===== config.mk =====
export PLATFORM = sky130hd
export DESIGN_NAME = mpu_d_resp_router
export DESIGN_NICKNAME = d
export VERILOG_FILES = /design/src/rtl/mpu_common.sv /design/src/rtl/resp_fifo.sv /design/src/rtl/mpu_d_resp_router.sv
export SDC_FILE = /design/constraint.sdc
export NUM_CORES = 1
export LEC_CHECK = 0
export CORE_AREA = 2 2 195 197
export CTS_BUF_LIST = sky130_fd_sc_hd__clkbuf_8
export DETAILED_ROUTE_END_ITERATION = 8
export DIE_AREA = 0 0 197 199
export MAX_ROUTING_LAYER = met4
export PLACE_DENSITY = 0.8
export SYNTH_ARGS = -nofsm -noshare
export SYNTH_HDL_FRONTEND = slang
export SYNTH_SLANG_ARGS = --single-unit

===== constraint.sdc =====
create_clock -name clk -period 3.9 [get_ports clk]
set_clock_uncertainty 0.1 [all_clocks]
set_input_delay 0.585 -clock clk [delete_from_list [all_inputs] [get_ports clk]]
set_output_delay 0.585 -clock clk [all_outputs]
set_load 0.01 [all_outputs]

===== src/rtl/mpu_common.sv =====
`default_nettype none
// +----------------------------------------------------------------------------+
// | mpu_common: shared TileLink D-channel beat, completion entry, D opcodes,   |
// | and the completion-to-D-beat formatter.                        rev 1.0     |
// +----------------------------------------------------------------------------+
package mpu_common;

    localparam int SRC_W     = 4;
    localparam int ERR_MAX_W = 8;

    localparam logic [2:0] TL_D_ACCESS_ACK      = 3'd0;
    localparam logic [2:0] TL_D_ACCESS_ACK_DATA = 3'd1;
    localparam logic [2:0] TL_D_DENIED          = 3'd7;

    typedef struct packed {
        logic [2:0]       opcode;
        logic [31:0]      address;
        logic [31:0]      data;
        logic [SRC_W-1:0] source;
        logic             valid;
        logic             ready;
    } tl_d_channel;

    typedef struct packed {
        logic [SRC_W-1:0]     core_id;
        logic [2:0]           opcode;
        logic [31:0]          addr;
        logic [31:0]          rdata;
        logic [ERR_MAX_W-1:0] err;
    } resp_entry_t;

    typedef enum logic [0:0] {
        DISP_IDLE    = 1'b0,
        DISP_PRESENT = 1'b1
    } disp_state_e;

    // Errors take priority over the write/read distinction.
    function automatic tl_d_channel format_beat(input resp_entry_t e);
        tl_d_channel b;
        b         = '0;
        b.address = e.addr;
        b.source  = e.core_id;
        b.valid   = 1'b1;
        b.ready   = 1'b1;
        if (e.err != '0) begin
            b.opcode = TL_D_DENIED;
            b.data   = {{(32-ERR_MAX_W){1'b0}}, e.err};
        end else if (e.opcode[1]) begin
            b.opcode = TL_D_ACCESS_ACK;
            b.data   = '0;
        end else begin
            b.opcode = TL_D_ACCESS_ACK_DATA;
            b.data   = e.rdata;
        end
        return b;
    endfunction

endpackage
`default_nettype wire


===== src/rtl/resp_fifo.sv =====
`default_nettype none
// +----------------------------------------------------------------------------+
// | resp_fifo: DEPTH-entry completion FIFO exposing head and head+1 so the     |
// | dispatcher can reload back-to-back.                            rev 1.0     |
// +----------------------------------------------------------------------------+
module resp_fifo
    import mpu_common::*;
#(
    parameter int DEPTH = 4
) (
    input  logic                   clk,
    input  logic                   rst_n,
    input  logic                   push_i,
    input  logic                   pop_i,
    input  resp_entry_t            wdata_i,
    output resp_entry_t            head_o,
    output resp_entry_t            next_o,
    output logic                   full_o,
    output logic                   empty_o,
    output logic [$clog2(DEPTH):0] count_o
);

    localparam int PTR_W = $clog2(DEPTH);
    localparam int CNT_W = PTR_W + 1;

    resp_entry_t      mem_q [DEPTH];
    logic [PTR_W-1:0] wr_ptr_q;
    logic [PTR_W-1:0] rd_ptr_q;
    logic [CNT_W-1:0] count_q;
    logic             w_do_push;
    logic             w_do_pop;

    assign full_o    = (count_q == CNT_W'(DEPTH));
    assign empty_o   = (count_q == '0);
    assign count_o   = count_q;
    assign w_do_push = push_i && !full_o;
    assign w_do_pop  = pop_i && !empty_o;
    assign head_o    = mem_q[rd_ptr_q];
    assign next_o    = mem_q[rd_ptr_q + PTR_W'(1)];

    always_ff @(posedge clk or negedge rst_n) begin
        if (!rst_n) begin
            wr_ptr_q <= '0;
            rd_ptr_q <= '0;
            count_q  <= '0;
        end else begin
            if (w_do_push) wr_ptr_q <= wr_ptr_q + PTR_W'(1);
            if (w_do_pop)  rd_ptr_q <= rd_ptr_q + PTR_W'(1);
            case ({w_do_push, w_do_pop})
                2'b10:   count_q <= count_q + CNT_W'(1);
                2'b01:   count_q <= count_q - CNT_W'(1);
                default: count_q <= count_q;
            endcase
        end
    end

    always_ff @(posedge clk) begin
        if (w_do_push) mem_q[wr_ptr_q] <= wdata_i;
    end

endmodule
`default_nettype wire


===== src/rtl/mpu_d_resp_router.sv =====
`default_nettype none
// +----------------------------------------------------------------------------+
// | mpu_d_resp_router: queues MPU completions and presents them as D beats on  |
// | the owning core's port. Optional stall timeout: D_RESP_TIMEOUT_EN. rev 1.0 |
// +----------------------------------------------------------------------------+
module mpu_d_resp_router
    import mpu_common::*;
#(
    parameter int NUM_CORES   = 4,
    parameter int DEPTH       = 4,
    parameter int ERR_W       = 3
`ifdef D_RESP_TIMEOUT_EN
    ,
    parameter int TIMEOUT_CYC = 64
`endif
) (
    input  logic                          clk,
    input  logic                          rst_n,
    input  logic                          mpu_rdy,
    input  logic [3:0]                    mpu_core_id,
    input  logic [2:0]                    mpu_opcode,
    input  logic [31:0]                   mpu_addr,
    input  logic [31:0]                   mpu_rdata,
    input  logic [ERR_W-1:0]              mpu_err,
    input  logic [NUM_CORES-1:0]          d_ready,
    output tl_d_channel [NUM_CORES-1:0]   c_resp,
    output logic                          cap_rdy,
    output logic                          overflow,
    output logic                          bad_src
`ifdef D_RESP_TIMEOUT_EN
    ,
    output logic                          timeout_drop
`endif
);

    localparam int CNT_W = $clog2(DEPTH) + 1;

    disp_state_e      state_q, state_d;
    tl_d_channel      beat_q, beat_d;
    logic             overflow_q;
    logic             bad_src_q;

    resp_entry_t      w_wentry;
    resp_entry_t      w_head;
    resp_entry_t      w_next;
    logic             w_full;
    logic             w_empty;
    logic [CNT_W-1:0] w_count;
    logic             w_id_ok;
    logic             w_push;
    logic             w_sel_ready;
    logic             w_to_expire;
    logic             w_retire;
    logic             w_load;

    assign w_id_ok  = (32'(mpu_core_id) < NUM_CORES);
    assign w_push   = mpu_rdy && w_id_ok && !w_full;
    assign w_wentry = '{core_id: mpu_core_id, opcode: mpu_opcode, addr: mpu_addr,
                        rdata: mpu_rdata, err: ERR_MAX_W'(mpu_err)};
    assign cap_rdy  = !w_full;
    assign overflow = overflow_q;
    assign bad_src  = bad_src_q;

    resp_fifo #(
        .DEPTH (DEPTH)
    ) u_fifo (
        .clk     (clk),
        .rst_n   (rst_n),
        .push_i  (w_push),
        .pop_i   (w_retire),
        .wdata_i (w_wentry),
        .head_o  (w_head),
        .next_o  (w_next),
        .full_o  (w_full),
        .empty_o (w_empty),
        .count_o (w_count)
    );

    // Only the owning port sees the beat; its d_ready is the only one that counts.
    always_comb begin
        w_sel_ready = 1'b0;
        for (int i = 0; i < NUM_CORES; i++) begin
            c_resp[i] = '0;
            if ((state_q == DISP_PRESENT) && (32'(beat_q.source) == i)) begin
                c_resp[i]   = beat_q;
                w_sel_ready = d_ready[i];
            end
        end
    end

    assign w_retire = (state_q == DISP_PRESENT) && (w_sel_ready || w_to_expire);

    always_comb begin
        state_d = state_q;
        beat_d  = beat_q;
        w_load  = 1'b0;
        case (state_q)
            DISP_IDLE: begin
                if (!w_empty) begin
                    beat_d  = format_beat(w_head);
                    state_d = DISP_PRESENT;
                    w_load  = 1'b1;
                end
            end
            DISP_PRESENT: begin
                // head+1 is only readable if it was already stored before this edge
                if (w_retire) begin
                    if (w_count > CNT_W'(1)) begin
                        beat_d = format_beat(w_next);
                        w_load = 1'b1;
                    end else begin
                        beat_d  = '0;
                        state_d = DISP_IDLE;
                    end
                end
            end
            default: state_d = DISP_IDLE;
        endcase
    end

    always_ff @(posedge clk or negedge rst_n) begin
        if (!rst_n) begin
            state_q    <= DISP_IDLE;
            beat_q     <= '0;
            overflow_q <= 1'b0;
            bad_src_q  <= 1'b0;
        end else begin
            state_q    <= state_d;
            beat_q     <= beat_d;
            overflow_q <= overflow_q | (mpu_rdy && w_full);
            bad_src_q  <= mpu_rdy && !w_id_ok;
        end
    end

`ifdef D_RESP_TIMEOUT_EN
    localparam int TO_W = (TIMEOUT_CYC > 2) ? $clog2(TIMEOUT_CYC) : 1;

    logic [TO_W-1:0] to_cnt_q, to_cnt_d;
    logic            to_drop_q;

    assign w_to_expire  = (state_q == DISP_PRESENT) && !w_sel_ready &&
                          (to_cnt_q == TO_W'(TIMEOUT_CYC - 1));
    assign timeout_drop = to_drop_q;

    always_comb begin
        to_cnt_d = to_cnt_q;
        if (w_load) begin
            to_cnt_d = '0;
        end else if ((state_q == DISP_PRESENT) && !w_sel_ready) begin
            to_cnt_d = to_cnt_q + TO_W'(1);
        end
    end

    always_ff @(posedge clk or negedge rst_n) begin
        if (!rst_n) begin
            to_cnt_q  <= '0;
            to_drop_q <= 1'b0;
        end else begin
            to_cnt_q  <= to_cnt_d;
            to_drop_q <= w_to_expire;
        end
    end
`else
    assign w_to_expire = 1'b0;
`endif

endmodule
`default_nettype wire


**After elaboration in Yosys (flattened, before gate mapping)**

Memories as Yosys holds them, arrays and structs flattened.
Index checks and enable logic that the tools add are counted.

- Word-level logic and storage cells: 76
- Memory bits (writable): 296
- Output and inout bits: 295
- Flip-flop bits (word level): 83
- Bits of input ports: 81
- Latch bits: 0
- Memories: 1
- ROM bits: 0

Memories:

| memory | depth | bits a word | rd ports | clocked after memory_dff | write ports | line | text |
|---|---|---|---|---|---|---|---|
| u_fifo.mem_q | 4 | 74 | 2 | 0 | 1 | resp_fifo.sv:26 | `resp_entry_t mem_q [DEPTH];` |

- Bitwise logic cells: 2
- Shift operators: 0
- Reductions and logical operators: 20
- $add $sub $neg: 4
- Div/mod/pow operators: 0
- $mul: 0
- Multiplexer cells: 27
- Magnitude comparators: 2
- Equality and inequality tests: 8

Operators with widths:

| kind | count |
|---|---|
| 73-bit 2-to-1 mux | 7 |
| 73-bit case mux with 2 select lines | 1 |
| 32-bit 2-to-1 mux | 4 |
| 8-bit nonzero test | 2 |
| 1-bit logical AND | 11 |
| 1-bit 2-to-1 mux | 11 |
| 4-bit by 2-bit == test with 1-bit output (second input constant) | 2 |
| 3-bit 2-to-1 mux | 2 |
| 3-bit case mux with 2 select lines | 1 |
| 2-bit by 1-bit adder with 2-bit output (second input constant) | 2 |
| 4-bit by 1-bit == test with 1-bit output (second input constant) | 1 |
| 4-bit logical NOT | 1 |
| 4-bit by 3-bit < comparator with 1-bit output (second input constant) | 1 |
| 3-bit by 1-bit adder with 3-bit output (second input constant) | 1 |
| 3-bit == test (second input constant) | 1 |
| 3-bit by 1-bit > comparator with 1-bit output (second input constant) | 1 |
| 1-bit logical NOT | 3 |
| 3-bit logical NOT | 1 |
| 3-bit by 1-bit subtractor with 3-bit output (second input constant) | 1 |
| 2-bit by 1-bit == test with 1-bit output (second input constant) | 1 |
| 2-bit == test (second input constant) | 1 |
| 2-bit by 1-bit inequality test with 1-bit output (second input constant) | 1 |
| 2-bit inequality test (second input constant) | 1 |
| 1-bit case mux with 2 select lines | 1 |
| 4 further kinds | 4 |

**Logic depth before layout (Yosys ltp)**

Gate-level depths: netlist of the first run.

- Word-level depth: 10
- Depth in mapped cells: 10
- Mapped depth without buffers: 9

**Hierarchy**

From an unflattened synthesis of the first run, not the netlist that was laid out.

- Cell total of the unflattened synthesis: 1166
- Area total of the unflattened synthesis: 19484.9 µm²

Modules (own cells, without submodules):

| module | cells each | seq. area each (µm²) | area each (µm²) | instances |
|---|---|---|---|---|
| resp_fifo | 547 | 9664.3 | 13730.7 | 1 |
| mpu_d_resp_router | 619 | 1851.8 | 5754.3 | 1 |

**Worst setup path before layout of the first run**

No wires, ideal clock.

- Path type: register -> register
- From: reg u_fifo.count_q[0], in the netlist u_fifo.count_o[0]
- To: mem u_fifo.mem_q[0][0] in the netlist's numbering, enable pin
- Clock period less this slack: 3.430 ns
- Path slack: 0.470 ns
- Setup time: 0.438 ns
- Path buffers: 1
- Data arrival time: 2.892 ns
- Required time: 3.362 ns
- Cell stages (with the launch flop): 7
- Cells stage by stage: dfrtp_1 -> inv_1 -> ha_1 -> nand2_1 -> and3_1 -> clkbuf_1 -> and2_1

- Longest elaborated chain between the ends: 6

RTL lines:

| what | line | text |
|---|---|---|
| start, declared | resp_fifo.sv:29 | `logic [CNT_W-1:0] count_q;` |
| start signal, assigned | resp_fifo.sv:50 | `2'b10: count_q <= count_q + CNT_W'(1);` |
| start signal, assigned | resp_fifo.sv:51 | `2'b01: count_q <= count_q - CNT_W'(1);` |
| start signal, assigned | resp_fifo.sv:52 | `default: count_q <= count_q;` |
| 3-bit == test (*) | resp_fifo.sv:33 | `assign full_o = (count_q == CNT_W'(DEPTH));` |
| 1-bit logical NOT (*) | -- |  |
| net cap_rdy | mpu_d_resp_router.sv:27 | `output logic cap_rdy,` |
| 1-bit logical AND | mpu_d_resp_router.sv:57 | `assign w_push = mpu_rdy && w_id_ok && !w_full;` |
| 1-bit logical AND (*) | resp_fifo.sv:36 | `assign w_do_push = push_i && !full_o;` |
| 1-bit 2-to-1 mux (*) | resp_fifo.sv:58 | `if (w_do_push) mem_q[wr_ptr_q] <= wdata_i;` |
| 1-bit 2-to-1 mux (not written as such) (*) | resp_fifo.sv:58 |  |
| end, declared | resp_fifo.sv:26 |  |

The timed path passes the listed nets; every way through them passes the cells marked *.

==> results of run 1 <==
## routing by layer
metal / track usage (%) / vias up
met5: - / -
met4: 8.52 / 0
met3: 3.44 / 85
met2: 39.7 / 425
met1: 30.3 / 6474
li1: - / 5845
## logic make-up (layout without fill, tap and decap cells)
kind of cell             Yosys count  count (layout)  share of synthesized area, %
other                              1              18                        0.0205
AND/OR/NAND/NOR                  399             399                          11.7
buffers and inverters            190             558                          4.72
AO/OA/AOI/OAI                    212             212                          8.33
flip-flops                       369             369                          58.4
multiplexers                     179             179                          15.8
adder cells (fa/ha/maj)            9               9                         0.616
XOR/XNOR                           6               6                         0.288
## per-stage QoR
stage | total power [mW] | util [%] | hold slack [ns] | cells
detailed placement | 12.2 | 60.1 | 0.357 | 2108
floorplan | 10.1 | - | 0.189 | 1376
finish | 15.5 | 63.5 | 0.0505 | 2224
global placement | 11.9 | 60.1 | 0.354 | 2108
CTS | 15.5 | 63.4 | 0.0578 | 2218
global route | 16.3 | 63.5 | 0.108 | 2223
## synth_stat cells (all sizes together), types with 4 or more instances
master and count:
a21oi 67, a221oi 36, and2 140, buf 68, clkbuf 76, dfrtp 81
edfxtp 288, ha 9, inv 46, mux2 32, mux2i 62, mux4 85
nand2 65, nor2 40, nor3 75, nor4 66, o21ai 60, o22a 31
or2 5, xnor2 4
## worst max-delay path, stage by stage, from the launching register on
cell and delay [ns]:
dfrtp_1 0.40, or4b_2 0.84, buf_6 0.30, nor3_1 0.30
clkdlybuf4s50_1 0.61
## state kept, by name, indices dropped and copies added (netlist names)
signal and cells:
overflow 1, u_fifo.rd_ptr_q 2, bad_src 1, u_fifo.mem_q 288
state_q 1, beat_q 71, u_fifo.wr_ptr_q 2, u_fifo.count_o 3
## power breakdown
group / total (mW) / switching, mW / internal [mW]
sequential: 5.43 / 0.585 / 4.84
combinational: 6.69 / 3.81 / 2.88
clock: 3.34 / 1.51 / 1.83
total: 15.5 / 5.91 / 9.55
## worst min path at each step
stage	startpoint	to	slack [ns]	depth (start not counted)
after floorplan	rst_n	bad_src$_DFF_PN0_	0.19	0
after global placement	overflow$_DFF_PN0_	overflow$_DFF_PN0_	0.35	1
after detailed placement	overflow$_DFF_PN0_	overflow$_DFF_PN0_	0.36	1
after CTS	rst_n	beat_q[55]$_DFFE_PN0P_	0.06	1
after global routing	rst_n	beat_q[65]$_DFFE_PN0P_	0.11	1
final	rst_n	beat_q[55]$_DFFE_PN0P_	0.05	1
## final cells by class
type                    instances  area, sq um
diodes                          6         15.0
clock buffers                  66          908
clock inverters                44          314
inverters                      46          175
well taps                     474          593
multi-input cells             817         6820
fillers                      2760        13500
flip-flops and latches        369        10700
repair buffers                402         4080
## what timing repair did
| item | in CTS | in global routing |
|---|---|---|
| hold buffers | 0 | 0 |
| resized for setup | 0 | 5 |
| endpoints found under the setup margin | 0 | 94 |
| hold endpoints to repair | 0 | 0 |
==> results_dict.tcl, run 1 <==
set metrics [dict create \
    cts_setup_buffers 0 \
    vias_per_cell 5.77 \
    die_area_sq_um 39200 \
    final_cell_area_sq_um 23600 \
    maxCapViolations 0 \
    grt_pass1_vias 12400 \
    cts_tree "done" \
    mostFrequentLayoutCell "clkdlybuf4s50_1" \
    rrSetupSlack_ns 0.81 \
    pin_count 376 \
    tightest_slew_ns 1.03 \
    drtIter0Drc 1035 \
    rsz0062_at_grt "no" \
    synth_edf_count 288 \
    initial_core_util_pct 49.2 \
    num_rows 71 \
    setup_violations 0 \
    nets 1784 \
    ys_seq_elements 369 \
    wl_um 46300 \
    worstPathRequired_ns 3.21 \
    clockBufferDepth 3 \
    cts-buffers-inserted 58 \
    firstDrtPassIters 5 \
    async_flop_share_pct 22.0 \
    overflow 0 \
    crit_start "beat_q[3]$_DFFE_PN0P_" \
    yosys.cell_types.count 46 \
    peakVddDrop_uv 472 \
    r2r_cells 7 \
    synth_area_per_cell_sq_um 13.4 \
    clk_pin_slew_ns 0.07 \
    grt_max_degree 70 \
    most-common-layout-cells "clkdlybuf4s50_1 (360), edfxtp_1 (288), and2_1 (136), mux4_2 (85), dfrtp_1 (78)" \
    synth.yosys.seq_area_share_pct 58.4 \
    die_h_um 199 \
    dpl.hpwl_um 30500 \
    clk_latency_ns 0.61 \
    fin_tns_setup_ns 0 \
    finalHoldViolCount 0 \
    ys_warn_count 0 \
    max_freq_mhz 266 \
    yosysTopAreaCellShare_pct 47.3 \
    dpl_worst_slack_ns 0.682 \
    r2r_end "u_fifo.count_o[2]$_DFFE_PN0P_" \
    cts_root_buffer "clkbuf_8" \
    netlist_instances 1365 \
    cts_sinks 369 \
    antenna_found_initial 6 \
    placed_area_sq_um 22300 \
    antenna_left 0 \
    numPortBuffers 361 \
    slew_headroom_pct 31.6 \
    wl_met2_um 23900 \
    post-route-period-util_pct 96.5 \
    fp.dieW_um 197 \
    ys.flop_type "edfxtp_1" \
    crit_end "c_resp[1]" \
    route.met3.wl_um 2690 \
    grt_usage_pct 23.9 \
    post-route-min-period_ns 3.76 \
    vias 12800 \
    startpoint_type "flop" \
    power_density_nw_per_um2 656 \
    reg2reg_from "beat_q[3]$_DFFE_PN0P_" \
    leakage_nw 8.33 \
    place_congestion 0.786 \
    hold_class "in2async" \
    crit_path_max_fanout 63 \
    path_class "reg2out" \
    syn_area_sq_um 18300 \
    wl_per_cell_um 20.8 \
    synth_largest_area_cell "edfxtp_1" \
    htreeDepth 2 \
    synth.area.top_cells "edfxtp_1 (47%), dfrtp_1 (11%), mux4_2 (10%), and2_1 (4.8%), mux2i_1 (3.4%)" \
    core-area_sq_um 37100 \
    setup_ws_ns 0.138 \
    area_delta_synth_final_pct 29.1 \
    drive_above_1_share_pct 17.1 \
    status "complete, no violations" \
    arrival_ns 3.08 \
    end_kind "output pin" \
    slew_violations 0 \
    wl_met1_um 18600 \
    grt_pass1_wl_um 70200 \
    top_layer "met4" \
    route.detailed.drc 0 \
]
No activity file was read; power rests on OpenSTA's default activity.
==> run 2: changes to the inputs <==
--- a/config.mk
+++ b/config.mk
@@ -5,12 +5,14 @@
 export SDC_FILE = /design/constraint.sdc
 export NUM_CORES = 1
 export LEC_CHECK = 0
-export CORE_AREA = 2 2 195 197
+export ABC_AREA = 1
+export CORE_AREA = 2 2 207 209
 export CTS_BUF_LIST = sky130_fd_sc_hd__clkbuf_8
 export DETAILED_ROUTE_END_ITERATION = 8
-export DIE_AREA = 0 0 197 199
+export DIE_AREA = 0 0 209 211
 export MAX_ROUTING_LAYER = met4
-export PLACE_DENSITY = 0.8
+export PLACE_DENSITY = 0.74
+export REMOVE_ABC_BUFFERS = 1
 export SYNTH_ARGS = -nofsm -noshare
 export SYNTH_HDL_FRONTEND = slang
 export SYNTH_SLANG_ARGS = --single-unit
==> run 2 against run 1 <==
Net effect: via count up 26%; first-iteration DRC count is 39% higher; routed wire length up 15%; flip-flop and latch count stayed put; maximum frequency is 1.5% higher; critical path depth increased by 2; critical path type unchanged.
==> results_dict.tcl, run 2 <==
set metrics [dict create \
    synth.area.top_cells "edfxtp_1 (46%), nand2_1 (11%), dfrtp_1 (11%), o21ai_0 (7.6%), nor2_1 (6.5%)" \
    htreeDepth 2 \
    syn_area_sq_um 18600 \
    firstDrtPassIters 5 \
    end_kind "output pin" \
    antenna_found_initial 6 \
    die_h_um 211 \
    leakage_nw 9.15 \
    vias_per_cell 5.28 \
    grt_max_degree 171 \
    synth_common_cells "nand2_1 (546), nor2_1 (324), edfxtp_1 (288)" \
    regMostFlops "u_fifo.mem_q" \
    dp_cells 2952 \
    comb_power_share_pct 13.6 \
    placed_area_sq_um 22600 \
    async_flop_share_pct 22.0 \
    initial_core_util_pct 44.6 \
    grt_pass1_vias 15800 \
    grt_pass1_wl_um 81300 \
    worst_hold_slack_ns 0.377 \
    fin_cells 3071 \
    use_met2_pct 41.5 \
    most-common-layout-cells "nand2_1 (546), clkdlybuf4s50_1 (360), nor2_1 (320), edfxtp_1 (288), o21ai_0 (284)" \
    synth_largest_area_cell "edfxtp_1" \
    maxCapViolations 0 \
    clk_pin_slew_ns 0.07 \
    seqPwrFrac_pct 50.1 \
    grt_use_met1_pct 28.3 \
    num_rows 75 \
    fin_util_pct 57.0 \
    final_cell_area_sq_um 23800 \
    netlist_instances 2176 \
    yosys.cell_types.count 35 \
    worstPathRequired_ns 3.21 \
    peakVddDrop_uv 294 \
    min_path_cells 2 \
    fillerInstances 3564 \
    cts_root_buffer "clkbuf_8" \
    hp-start "beat_q[70]$_DFFE_PN0P_" \
    p_switching_mw 2.48 \
    startpoint_type "flop" \
    core-area_sq_um 41800 \
    pin_count 376 \
    place_congestion 0.833 \
    post-route-period-util_pct 95.0 \
    clk_latency_ns 0.63 \
    overflow 0 \
    route.detailed.drc 0 \
    antenna_left 0 \
    crit_path_max_fanout 68 \
    clockBufferDepth 3 \
    internal_power_mw 6.59 \
    numPortBuffers 361 \
    mostFrequentLayoutCell "nand2_1" \
    tightest_slew_ns 0.991 \
    wl_um 53100 \
    slew_violations 0 \
    post-route-min-period_ns 3.71 \
    yosys.cell_count.top_type "nand2_1" \
    drtIter0Drc 1441 \
    use_met3_pct 4.16 \
    finalHoldViolCount 0 \
    power_density_nw_per_um2 381 \
    ys_seq_elements 369 \
    synth.yosys.seq_area_share_pct 57.3 \
    setup_violations 0 \
    max_freq_mhz 270 \
    r2r_cells 11 \
    cts_tree "done" \
    fp.dieW_um 209 \
    rsz0062_at_grt "no" \
    rrSetupSlack_ns 0.59 \
    area_delta_synth_final_pct 27.9 \
    busiest_layer "met2" \
    path_class "reg2out" \
    synth_edf_count 288 \
    switching_share_pct 27.3 \
    hold_class "reg2reg" \
    largest_reg_flops 288 \
    ys.flop_type "edfxtp_1" \
    cts_sinks 369 \
    slew_headroom_pct 34.0 \
    cts-buffers-inserted 59 \
    arrival_ns 3.02 \
    die_area_sq_um 44100 \
    synth_area_per_cell_sq_um 8.56 \
    r2r_end "beat_q[59]$_DFFE_PN0P_" \
    ys_warn_count 0 \
    drive_above_1_share_pct 5.70 \
    power_mw 9.07 \
    status "complete, no violations" \
    grt_usage_pct 24.0 \
    yosysTopAreaCellShare_pct 46.4 \
    cts_setup_buffers 0 \
    reg2reg_from "state_q$_DFF_PN0_" \
    wl_per_cell_um 17.3 \
    power_frac_clock_pct 36.2 \
    nets 2565 \
    hold_path_end "beat_q[70]$_DFFE_PN0P_" \
    vias 16200 \
    dpl.hpwl_um 31400 \
]
[run 2: cell types whose count changed in the layout (fill, tap and decap cells not counted), moves of 65 or more]
cell | previous run | this run
nor4_1 | 65 | 0
and2_1 | 136 | 0
o21ai_0 | 50 | 284
nand2_1 | 65 | 546
nor2_1 | 38 | 320
nor3_1 | 73 | 1
mux4_2 | 85 | 0
inv_1 | 57 | 215
[run 2: area by class of cell]
class                   count  area [sq um]  area share [%]
diodes                      7          17.5          0.0736
clock buffers              65           895            3.76
clock inverters            46           304            1.28
inverters                 205           777            3.26
multi-input cells        1452          6500            27.3
flip-flops and latches    369         10700            44.9
well taps                 539           674            2.83
repair buffers            388          3950            16.6
[run 2: how the worst max path moves through the flow]
stage / startpoint / endpoint / slack, ns
global placement: state_q$_DFF_PN0_ / beat_q[40]$_DFFE_PN0P_ / 0.73
CTS: beat_q[5]$_DFFE_PN0P_ / c_resp[74] / 0.04
detailed placement: state_q$_DFF_PN0_ / beat_q[59]$_DFFE_PN0P_ / 0.61
floorplan: u_fifo.rd_ptr_q[0]$_DFFE_PN0P_ / beat_q[33]$_DFFE_PN0P_ / -2.93
global route: state_q$_DFF_PN0_ / c_resp[74] / 0.04
finish: state_q$_DFF_PN0_ / c_resp[217] / 0.19
[run 2: per-stage QoR]
stage	TNS, ns	worst slack [ns]
after CTS	0	0.0375
final	0	0.194
after global routing	0	0.0408
after detailed placement	0	0.610
after global placement	0	0.727
after floorplan	-412.12	-2.93
[run 2: layer usage]
layer / routed length [um] / part of all wire (%) / vias up
met3: 3930 / 7.4 / 116
met2: 26700 / 50 / 666
met1: 21200 / 40 / 7714
met4: 1280 / 2.4 / 0
li1: - / - / 7709
met5: 0 / 0 / -
[run 2: power groups by stage]
stage	combinational [mW]	sequential, mW	clock, mW
final	1.24	4.55	3.29
after global routing	1.38	4.56	3.51
after CTS	1.23	4.54	3.35
after detailed placement	1.22	4.62	0
after global placement	1.17	4.61	0
after floorplan	0.699	4.63	0
[run 2: cell families (layout without fill, tap and decap cells)]
kind of cell	count (synthesis)	count (layout)	share of synthesized area (%)
AOI/OAI and AO/OA	497	497	14.0
xor gates and xnor gates	5	5	0.235
adders and majority gates	9	9	0.605
other	1	19	0.0201
DFF	369	369	57.3
and+or+nand+nor	929	929	19.5
buffers and inverters	366	704	8.35
[run 2: worst max-delay path, stage by stage (launching register included)]
cell             delay [ns]
dfrtp_1                0.50
inv_2                  0.06
nor2_1                 0.48
nand3_4                0.10
buf_4                  0.41
nor2_1                 0.24
clkdlybuf4s50_1        0.57
[run 2: timing repair]
| item | 4_1_cts | 5_1_grt |
|---|---|---|
| hold endpoints to repair | 32 | 0 |
| hold buffers | 1 | 0 |
| endpoints found under the setup margin | 0 | 5 |
| resized for setup | 0 | 1 |
==> run 3: changes to the inputs <==
--- a/config.mk
+++ b/config.mk
@@ -6,6 +6,7 @@
 export NUM_CORES = 1
 export LEC_CHECK = 0
 export ABC_AREA = 1
+export ABC_CLOCK_PERIOD_IN_PS = 3900
 export CORE_AREA = 2 2 207 209
 export CTS_BUF_LIST = sky130_fd_sc_hd__clkbuf_8
 export DETAILED_ROUTE_END_ITERATION = 8
==> results of run 3 <==
No change in the layout: final DEF, timing and power equal those of run 2.
